[config.mk]
export PLATFORM = sky130hd
export DESIGN_NAME = adder_share_arb
export DESIGN_NICKNAME = d
export VERILOG_FILES = /design/src/rtl/adder_share_arb.sv
export SDC_FILE = /design/constraint.sdc
export NUM_CORES = 1
export LEC_CHECK = 0
export ABC_CLOCK_PERIOD_IN_PS = 2350
export CAP_MARGIN = 10
export CORE_MARGIN = 5
export CORE_UTILIZATION = 43
export DETAILED_ROUTE_END_ITERATION = 12
export PLACE_DENSITY = 0.79
export SLEW_MARGIN = 5
export SYNTH_ARGS = -nofsm -noshare
export SYNTH_HDL_FRONTEND = slang
export SYNTH_SLANG_ARGS = --single-unit
[constraint.sdc]
create_clock -name clk -period 2.35 [get_ports clk]
set_clock_uncertainty 0.15 [all_clocks]
set_input_delay 0.47 -clock clk [delete_from_list [all_inputs] [get_ports clk]]
set_output_delay 0.47 -clock clk [all_outputs]
set_load 0.03 [all_outputs]
[src/rtl/adder_share_arb.sv]
// Purpose: round-robin arbiter sharing one registered W-bit carry-lookahead adder among NREQ requesters.
// Latency: a grant in cycle t gives rsp_valid in cycle t+2; each stalled cycle adds one.
// Backpressure: rsp_valid && !rsp_ready freezes both stages and the pointer, and forces gnt to 0.
module adder_share_arb #(
  parameter  int NREQ = 4,
  parameter  int W    = 4,
  localparam int IDW  = (NREQ > 1) ? $clog2(NREQ) : 1
) (
  input  logic              clk,
  input  logic              rst_n,
  input  logic [NREQ-1:0]   req,
  input  logic [NREQ*W-1:0] a_in,
  input  logic [NREQ*W-1:0] b_in,
  input  logic [NREQ-1:0]   cin_in,
  output logic [NREQ-1:0]   gnt,
  output logic              rsp_valid,
  input  logic              rsp_ready,
  output logic [IDW-1:0]    rsp_id,
  output logic [W:0]        rsp_sum
);

  // Pointer to the last winner; the search starts one past it.
  logic [IDW-1:0] ptr_q, ptr_d;

  // Stage 1: operands of the granted requester.
  logic           s1_v_q, s1_v_d;
  logic [IDW-1:0] s1_id_q, s1_id_d;
  logic [W-1:0]   s1_a_q, s1_a_d;
  logic [W-1:0]   s1_b_q, s1_b_d;
  logic           s1_cin_q, s1_cin_d;

  // Stage 2: response register.
  logic           rsp_valid_q, rsp_valid_d;
  logic [IDW-1:0] rsp_id_q, rsp_id_d;
  logic [W:0]     rsp_sum_q, rsp_sum_d;

  logic           en;
  logic           win_vld;
  logic           gnt_vld;
  logic [IDW-1:0] win_idx;
  logic [IDW-1:0] cand;

  logic [W-1:0]   gen;
  logic [W-1:0]   prop;
  logic [W:0]     carry;
  logic           term;
  logic           cy;
  logic [W:0]     cla_sum;

  // The whole pipeline moves together: only when the response slot is free or being taken.
  assign en = !rsp_valid_q || rsp_ready;

  // Rotating-priority search from ptr+1; the pointer itself is checked last so a lone requester can win again.
  always_comb begin
    win_vld = 1'b0;
    win_idx = '0;
    cand    = '0;
    gnt     = '0;
    for (int i = 1; i <= NREQ; i++) begin
      cand = IDW'((int'(ptr_q) + i) % NREQ);
      if (!win_vld && req[cand]) begin
        win_vld = 1'b1;
        win_idx = cand;
      end
    end
    gnt_vld = win_vld && en && rst_n;
    if (gnt_vld) begin
      gnt[win_idx] = 1'b1;
    end
  end

  // Carry-lookahead: every carry is a flat sum of generate/propagate products, no carry chain.
  always_comb begin
    gen      = s1_a_q & s1_b_q;
    prop     = s1_a_q ^ s1_b_q;
    carry    = '0;
    carry[0] = s1_cin_q;
    term     = 1'b0;
    cy       = 1'b0;
    for (int i = 1; i <= W; i++) begin
      term = s1_cin_q;
      for (int k = 0; k < i; k++) begin
        term = term & prop[k];
      end
      cy = term;
      for (int j = 0; j < i; j++) begin
        term = gen[j];
        for (int k = j + 1; k < i; k++) begin
          term = term & prop[k];
        end
        cy = cy | term;
      end
      carry[i] = cy;
    end
    cla_sum = {carry[W], prop ^ carry[W-1:0]};
  end

  // Next-state: capture the winner into stage 1 and the adder result into stage 2 when enabled.
  always_comb begin
    ptr_d       = ptr_q;
    s1_v_d      = s1_v_q;
    s1_id_d     = s1_id_q;
    s1_a_d      = s1_a_q;
    s1_b_d      = s1_b_q;
    s1_cin_d    = s1_cin_q;
    rsp_valid_d = rsp_valid_q;
    rsp_id_d    = rsp_id_q;
    rsp_sum_d   = rsp_sum_q;
    if (en) begin
      s1_v_d = gnt_vld;
      if (gnt_vld) begin
        ptr_d    = win_idx;
        s1_id_d  = win_idx;
        s1_a_d   = a_in[int'(win_idx)*W +: W];
        s1_b_d   = b_in[int'(win_idx)*W +: W];
        s1_cin_d = cin_in[win_idx];
      end
      rsp_valid_d = s1_v_q;
      if (s1_v_q) begin
        rsp_id_d  = s1_id_q;
        rsp_sum_d = cla_sum;
      end
    end
  end

  // State registers; reset discards anything in flight and gives requester 0 first priority.
  always_ff @(posedge clk or negedge rst_n) begin
    if (!rst_n) begin
      ptr_q       <= IDW'(NREQ - 1);
      s1_v_q      <= 1'b0;
      s1_id_q     <= '0;
      s1_a_q      <= '0;
      s1_b_q      <= '0;
      s1_cin_q    <= 1'b0;
      rsp_valid_q <= 1'b0;
      rsp_id_q    <= '0;
      rsp_sum_q   <= '0;
    end else begin
      ptr_q       <= ptr_d;
      s1_v_q      <= s1_v_d;
      s1_id_q     <= s1_id_d;
      s1_a_q      <= s1_a_d;
      s1_b_q      <= s1_b_d;
      s1_cin_q    <= s1_cin_d;
      rsp_valid_q <= rsp_valid_d;
      rsp_id_q    <= rsp_id_d;
      rsp_sum_q   <= rsp_sum_d;
    end
  end

  assign rsp_valid = rsp_valid_q;
  assign rsp_id    = rsp_id_q;
  assign rsp_sum   = rsp_sum_q;

endmodule
* After elaboration in Yosys (flattened, before gate mapping) *
Index checks and enable logic that the tools add are counted.
W data, S select, Z words.

cells by class
  $add $sub $neg = 4
  multiply operators = 0
  div/mod/pow operators = 0
  order comparisons = 6
  equal/unequal tests = 0
  shift operators = 2
  muxes and demuxes = 21
  bitwise gates (word level) = 23
  reductions and logical operators = 13

operators by type and width
  operator               count
  $shiftx A16 B5 Y4      2
  $lt A2 B3 Y1 const B   5
  $and A1 B1 Y1          10
  $bmux W1 S2            5
  $mux W1                10
  $or A1 B1 Y1           10
  $mux W2                4
  $xor A4 B4 Y4          2
  $logic_and A1 B1 Y1    6
  $add A2 B1 Y2 const B  2
  $add A2 B2 Y2 const B  2
  $and A4 B4 Y4          1
  $logic_not A1 Y1       4
  $mux W4                1
  $reduce_and A2 Y1      2
  $demux W1 S2           1
  $ge A2 B1 Y1 const B   1
  $logic_or A1 B1 Y1     1

word-level totals
  flip-flop bits (word level) = 22
  bits in latches = 0
  bits in writable memories = 0
  memory bits (read-only) = 0
  input port bits = 43
  output and inout port bits = 12
  word-level logic and storage cells = 78
  memories kept = 0

* Depth between registers and ports, before layout *
Gate-level depths: netlist of the first run.

  word-level depth = 18
  mapped depth = 7
  depth with buffers taken out = 7

* Least setup slack after synthesis of the first run *
Ideal clock, no wire load.

  path type = register -> output
  from = register ptr_q[0]
  to = output port gnt[0]
  data arrival time = 1881 ps
  data required time = 1730 ps
  setup slack = -151 ps
  stages on the path, launching flop included = 7
  buffers on the path = 1
  cell sequence = dfstp_2 > nand2b_1 > o21ai_1 > a211oi_2 > buf_2 > nand2_1 > nor2_1

on the way
  word-level cells in the longest chain between the ends = 18
  elaborated cells on any way between the ends = 34
  classes of those cells = add/sub: 4; order compare: 2; mux: 19; reduce/logical: 9

ends and longest elaborated chain
  item                                                                RTL line  RTL
  from (decl)                                                         23        logic [IDW-1:0] ptr_q, ptr_d;
  from (signal assigned)                                              129       ptr_q <= IDW'(NREQ - 1);
  from (signal assigned)                                              139       ptr_q <= ptr_d;
  $add A2 B1 Y2                                                       60        cand = IDW'((int'(ptr_q) + i) % NREQ);
  $bmux W1 S2                                                         61        if (!win_vld && req[cand]) begin
  $mux W1 (implied by the code)                                       61
  $mux W1                                                             61
  $logic_not A1 Y1                                                    61
  $logic_and A1 B1 Y1                                                 61
  $mux W1                                                             61
  $logic_not A1 Y1                                                    61
  [... 2 more ...]                                                    -
  $logic_not A1 Y1                                                    61
  $logic_and A1 B1 Y1                                                 61
  $mux W2                                                             61
  $lt A2 B3 Y1 (implied by the code) or $ge A2 B1 Y1 (tied branches)  68        gnt[win_idx] = 1'b1;
  $logic_and A1 B1 Y1 (implied by the code)                           68
  $mux W1 (implied by the code)                                       68
  $demux W1 S2                                                        68
  $mux W4 *                                                           67        if (gnt_vld) begin
  to (decl)                                                           15        output logic [NREQ-1:0] gnt,

Every way passes the cells marked *; elsewhere a longest branch is shown, timed or not. The select of a mux whose other input is x is not followed.

* Worst setup path in the final report of the first run *
Ends and elaborated chain as after synthesis.

==> results of run 1 <==
-- per-layer routing --
layer  global-route usage, %  up-vias  wire [um]
met3                    2.53        6        194
met4                    8.35        0         65
li1                        -      613          -
met2                    28.6       47       1880
met1                    17.4      570       1400
met5                       0        -          0
-- synthesized netlist by cell type (all sizes together) --
cell    number
nor2         5
fa           1
and3         1
a21o         2
dfstp        2
ha           5
nand2       22
o21ai       16
nand2b       5
nor3b        1
a21oi        3
a221oi       1
buf          3
inv          2
a211oi       2
nor3         2
o21a         3
dfrtp       20
xnor2        3
mux2i       18
clkbuf       3
mux2        12
-- per-stage QoR --
| step | power [mW] | cell area, um^2 | hold slack [ns] | setup TNS [ns] | setup WS (ns) |
|---|---|---|---|---|---|
| global placement | 1.63 | 2050 | 0.300 | -1.40 | -0.170 |
| global route | 2.12 | 2250 | 0.369 | -0.363 | -0.141 |
| CTS | 1.92 | 2170 | 0.332 | 0 | 0.00123 |
| floorplan | 1.31 | 1410 | 0.0244 | -0.0406 | -0.0406 |
| finish | 1.98 | 2250 | 0.333 | -0.120 | -0.0724 |
| detailed placement | 1.68 | 2050 | 0.303 | -2.43 | -0.237 |
-- tightest hold or removal path: stages (launching register included) --
cell and delay [ns]:
dfrtp_1 0.36, inv_1 0.05, nand2_1 0.05
-- final cells by class --
cell class / instances / area share, %
clock buffer: 4 / 1.61
inverter: 2 / 0.334
multi-input combinational: 102 / 39.1
sequential: 22 / 24.6
tap: 44 / 2.45
timing repair buffer: 77 / 32.0
-- report_power, final --
part / leakage, nW / internal (mW) / total, mW / switching (mW)
clock network: 0.0210 / 0.0945 / 0.204 / 0.109
logic: 0.754 / 0.616 / 1.14 / 0.529
registers: 0.264 / 0.521 / 0.627 / 0.106
total: 1.04 / 1.23 / 1.98 / 0.744
-- cell families after synthesis --
group                      synth area share (%)
AOI/OAI and AO/OA                          14.1
DFF                                        39.6
and+or+nand+nor                            11.3
muxes                                      24.2
adders and majority gates                  5.91
buffers and inverters                      3.05
xor gates and xnor gates                   1.88
-- repair_timing --
action                     4_1_cts  5_1_grt
cloned                           0        0
pin swaps                        3        1
setup endpoints to repair        4        5
setup buffers                    7        5
gates resized for setup         12        9
-- flip-flops by register name, summed over array words and instances (netlist names) --
name and cells:
s1_b_q 4, ptr_q 2, rsp_id 2, s1_v_q 1, s1_id_q 2, s1_a_q 4, rsp_valid 1, s1_cin_q 1
rsp_sum 5
-- worst max-delay path by stage --
stage                         from  endpoint  slack, ns  cells past startpoint
final                     ptr_q[0]    gnt[0]      -0.07                      6
after global routing      ptr_q[0]    gnt[0]      -0.14                      6
after CTS                 ptr_q[0]    gnt[0]      0.001                      6
after detailed placement    req[0]    gnt[3]      -0.24                      6
after global placement      req[0]    gnt[3]      -0.17                      6
after floorplan           ptr_q[0]    gnt[0]      -0.04                      6
==> flow_summary.toml, run 1 <==
[clock_tree]
cts_tree = "built"
holdBufCountCts = 0
h-tree-depth = 1
clockBufferDepth = 2
cts_buffers = 3
clock-root-buffer = "clkbuf_4"
clk_latency_ns = 0.30
clkTransAtPathRegs_ns = 0.12
cts.sinks = 22

[floorplanning]
core_area_um2 = 3080
die_w_um = 67.0
die-area_um2 = 4490
start_util_pct = 45.4
die_height_um = 67.0
rows = 20
ios = 55

[place]
place.gp.congestion = 0.813
portBuffers = 54
dpl.hpwl_um = 2600
dp.cells = 235

[cells_and_area]
final_core_util_pct = 73.1
areaGrowthSynthToFinish_pct = 61.2
final_common_cell = "clkdlybuf4s50_1"
nets = 257
seqCellArea_um2 = 553
diodes = 0
mostFrequentLayoutCells = "clkdlybuf4s50_1, buf_4, nand2_1, dfrtp_1, mux2i_1"
multi_input_area_um2 = 880
filler_cell_count = 238
layout-drive-gt1-share_pct = 32.9
finalNonFillerCells = 251

[worst_setup_path]
r2r-end = "s1_id_q[0]"
end_kind = "output port"
worst_path_max_delay_cell = "dfstp_2"
criticalPathCategory = "reg2out"
cp.arrival_ns = 1.80
ff2ff_path_depth = 11
r2r_slack_ns = 0.05
reg2reg_from = "ptr_q[0]"
critPathMaxStageDelay_ns = 0.60
setup.worst_path.start_class = "flip-flop"
crit_family = "flip-flops"
cp.required_ns = 1.73
cp_max_fo = 5
cp_num_buf_inv = 1
crit_path_cell_trace = "nand2b_4 -> o21ai_4 -> a211oi_4 -> nand2_1 -> nor2_2 -> buf_4"

[synth]
avgSynthCellArea_um2 = 10.6
synth_top_area_cell = "dfrtp_1"
ys_ff_latch = 22
synthTopCellsByArea = "dfrtp_1, mux2i_1, mux2_4"
synthCells = 132
ys_seq_area_share_pct = 39.6
yosys_warnings = 0
synth_nets = 181
synth_top_area_share_pct = 35.8
ys_types = 28
netlist_area_um2 = 1400

[sta]
rsz0062_at_grt = "yes"
max_freq_ghz = 0.413
setup_viol = 2
fin_crit_ns = 2.42
finalHoldViolCount = 0
drv_slew = 0
finalCritPeriodShare_pct = 103
relSlewSlack_pct = 52.9
layout_setup_ws_ns = -0.0724
max_slew.worst_pin.slew_ns = 0.706

[detailed_routing]
drt_iter0_drc = 29
totalWireLength_um = 3540
drcViolationCount = 0
vias_per_cell = 4.92
drt_pass1_iterations = 4
wl_per_cell_um = 14.1
dr_total_vias = 1236
final_antenna_net_count = 0

[outcome]
status = "complete, but fails checks"
violations = "setup timing"

[min_path]
holdPathStages = 2
min_from = "s1_v_q"
hold_end = "rsp_valid"
hold_path.class = "reg2reg"

[global_route]
grt_antenna_before_repair = 0
grt_use_total_pct = 15.8
grt_overflow = 0
grt_pass1_wl_um = 5430
grt_max_degree = 23
grt_pass1_vias = 1272

[pwr]
p_leak_nw = 1.04
vdd_drop_max_mv = 0.312
p_per_area_nw_per_um2 = 878

[flow_run]
drv_cap = 0
(Power assumes the default switching activity.)
==> inputs of run 2 (changes only) <==
ABC_CLOCK_PERIOD_IN_PS = 2500   (was 2350)
clock period = 2.5 ns   (was 2.35 ns; I/O delays follow)
==> flow_summary.toml, run 2 (synthesized netlist as in run 1, its figures left out) <==
[outcome]
status = "complete, but fails checks"
violations = "setup timing"

[sta]
max_freq_ghz = 0.399
finalHoldViolCount = 0
setup_tns_ns = -0.00878
drv_slew = 0
fin_crit_ns = 2.51
hold_ws_ns = 0.333
layout_setup_ws_ns = -0.00878
max_slew.worst_pin.slew_ns = 0.717
setup_viol = 1
finalCritPeriodShare_pct = 100
rsz0062_at_grt = "yes"
relSlewSlack_pct = 52.2

[floorplanning]
die_w_um = 67.0
rows = 20
start_util_pct = 45.4
ios = 55
core_area_um2 = 3080
die_height_um = 67.0
die-area_um2 = 4490

[worst_setup_path]
crit_path_cell_trace = "dlygate4sd2_1 -> nor2_4 -> nor3_1 -> a211oi_4 -> nor3_1 -> buf_4"
r2r-end = "s1_id_q[0]"
reg2reg_from = "ptr_q[0]"
worst_path_max_delay_cell = "dlygate4sd2_1"
crit_family = "simple AND/OR/NAND/NOR gates"
setup.worst_path.start_class = "input pin"
cp.arrival_ns = 1.86
cp.required_ns = 1.85
critPathMaxStageDelay_ns = 0.39
cp_num_buf_inv = 2
ff2ff_path_depth = 12
r2r_slack_ns = 0.03
end_kind = "output port"
crit_top_cell = "nor3_1"
criticalPathCategory = "in2out"
cp_max_fo = 4
critPathLaunch = "req[3]"

[cells_and_area]
fin_area_um2 = 2250
multi_input_area_um2 = 876
largest_reg_flops = 5
finalNonFillerCells = 250
filler_cell_count = 226
diodes = 0
areaGrowthSynthToFinish_pct = 60.8
mostFrequentLayoutCells = "clkdlybuf4s50_1, buf_4, nand2_1, dfrtp_1, mux2i_1"
layout-drive-gt1-share_pct = 30.6
final_common_cell = "clkdlybuf4s50_1"
final_core_util_pct = 73.0
seqCellArea_um2 = 553
nets = 256

[pwr]
p_leak_nw = 1.04
vdd_drop_max_mv = 0.320
p_per_area_nw_per_um2 = 851

[clock_tree]
clockBufferDepth = 2
cts_buffers = 3
clkTransAtPathRegs_ns = 0.12
clk_latency_ns = 0.30
cts.sinks = 22
cts_tree = "built"
clock-root-buffer = "clkbuf_4"
h-tree-depth = 1
holdBufCountCts = 0

[global_route]
grt_overflow = 0
grt_max_degree = 23
grt_use_total_pct = 16.7
grt_antenna_before_repair = 0
grt_pass1_vias = 1334
grt_pass1_wl_um = 5870

[place]
dp.cells = 234
portBuffers = 54
place_area_um2 = 2020
dpl.hpwl_um = 2570
place.gp.congestion = 0.772

[detailed_routing]
drt_iter0_drc = 42
vias_per_cell = 4.95
wl_per_cell_um = 14.2
dr_total_vias = 1238
totalWireLength_um = 3540
drcViolationCount = 0
final_antenna_net_count = 0
drt_pass1_iterations = 4

[flow_run]
drv_cap = 0

[min_path]
holdPathStages = 2
hold_end = "rsp_valid"
hold_path.class = "reg2reg"
min_from = "s1_v_q"
## run 2: layout make-up
cell class / instances / share of cell area [%]
clock buffers: 3 / 1.00
inverters: 2 / 0.334
multi-input cells: 102 / 39.0
clock inverters: 1 / 1.34
flip-flops and latches: 22 / 24.6
repair buffers: 76 / 31.3
well taps: 44 / 2.45
## run 2: stage by stage
step           setup slack, ns  power, mW
5_1_grt                -0.0954       2.05
3_5_place_dp            -0.163       1.55
2_1_floorplan           0.0286       1.23
6_report              -0.00878       1.91
4_1_cts               0.000226       1.87
3_3_place_gp           -0.0774       1.50
## run 2: power by group
part           total [mW]  switching [mW]  internal (mW)
Combinational        1.06           0.496          0.561
Clock               0.266           0.104          0.162
Sequential          0.587          0.0972          0.490
Total                1.91           0.697           1.21
## run 2: what timing repair did
| item | 4_1_cts | 5_1_grt |
|---|---|---|
| setup buffers | 10 | 2 |
| resized for setup | 10 | 10 |
| pin swaps | 4 | 3 |
| endpoints found under the setup margin | 4 | 10 |
## run 2: how the worst max path moves through the flow
stage,endpoint,slack (ns),cells past startpoint
after floorplan,gnt[1],0.03,5
after detailed placement,s1_b_q[3],-0.16,7
final,gnt[1],-0.009,6
after global routing,gnt[0],-0.1,6
after CTS,gnt[3],0.0002,6
after global placement,s1_b_q[3],-0.08,7
## run 2: tightest hold or removal path: cells and delay by family, from the launching register on
kind	cells	cell delay (ns)
DFF	1	0.36
buffers and inverters	1	0.05
and+or+nand+nor	1	0.05
## run 2: layer usage
layer / share of wire [%] / global-route usage (%) / up-vias / routed length, um
met5: 0 / 0 / - / 0
met4: 1.8 / 5.32 / 0 / 63
met3: 5.7 / 2.87 / 6 / 201
met2: 53 / 29.7 / 47 / 1870
met1: 40 / 20.2 / 577 / 1410
li1: - / - / 608 / -
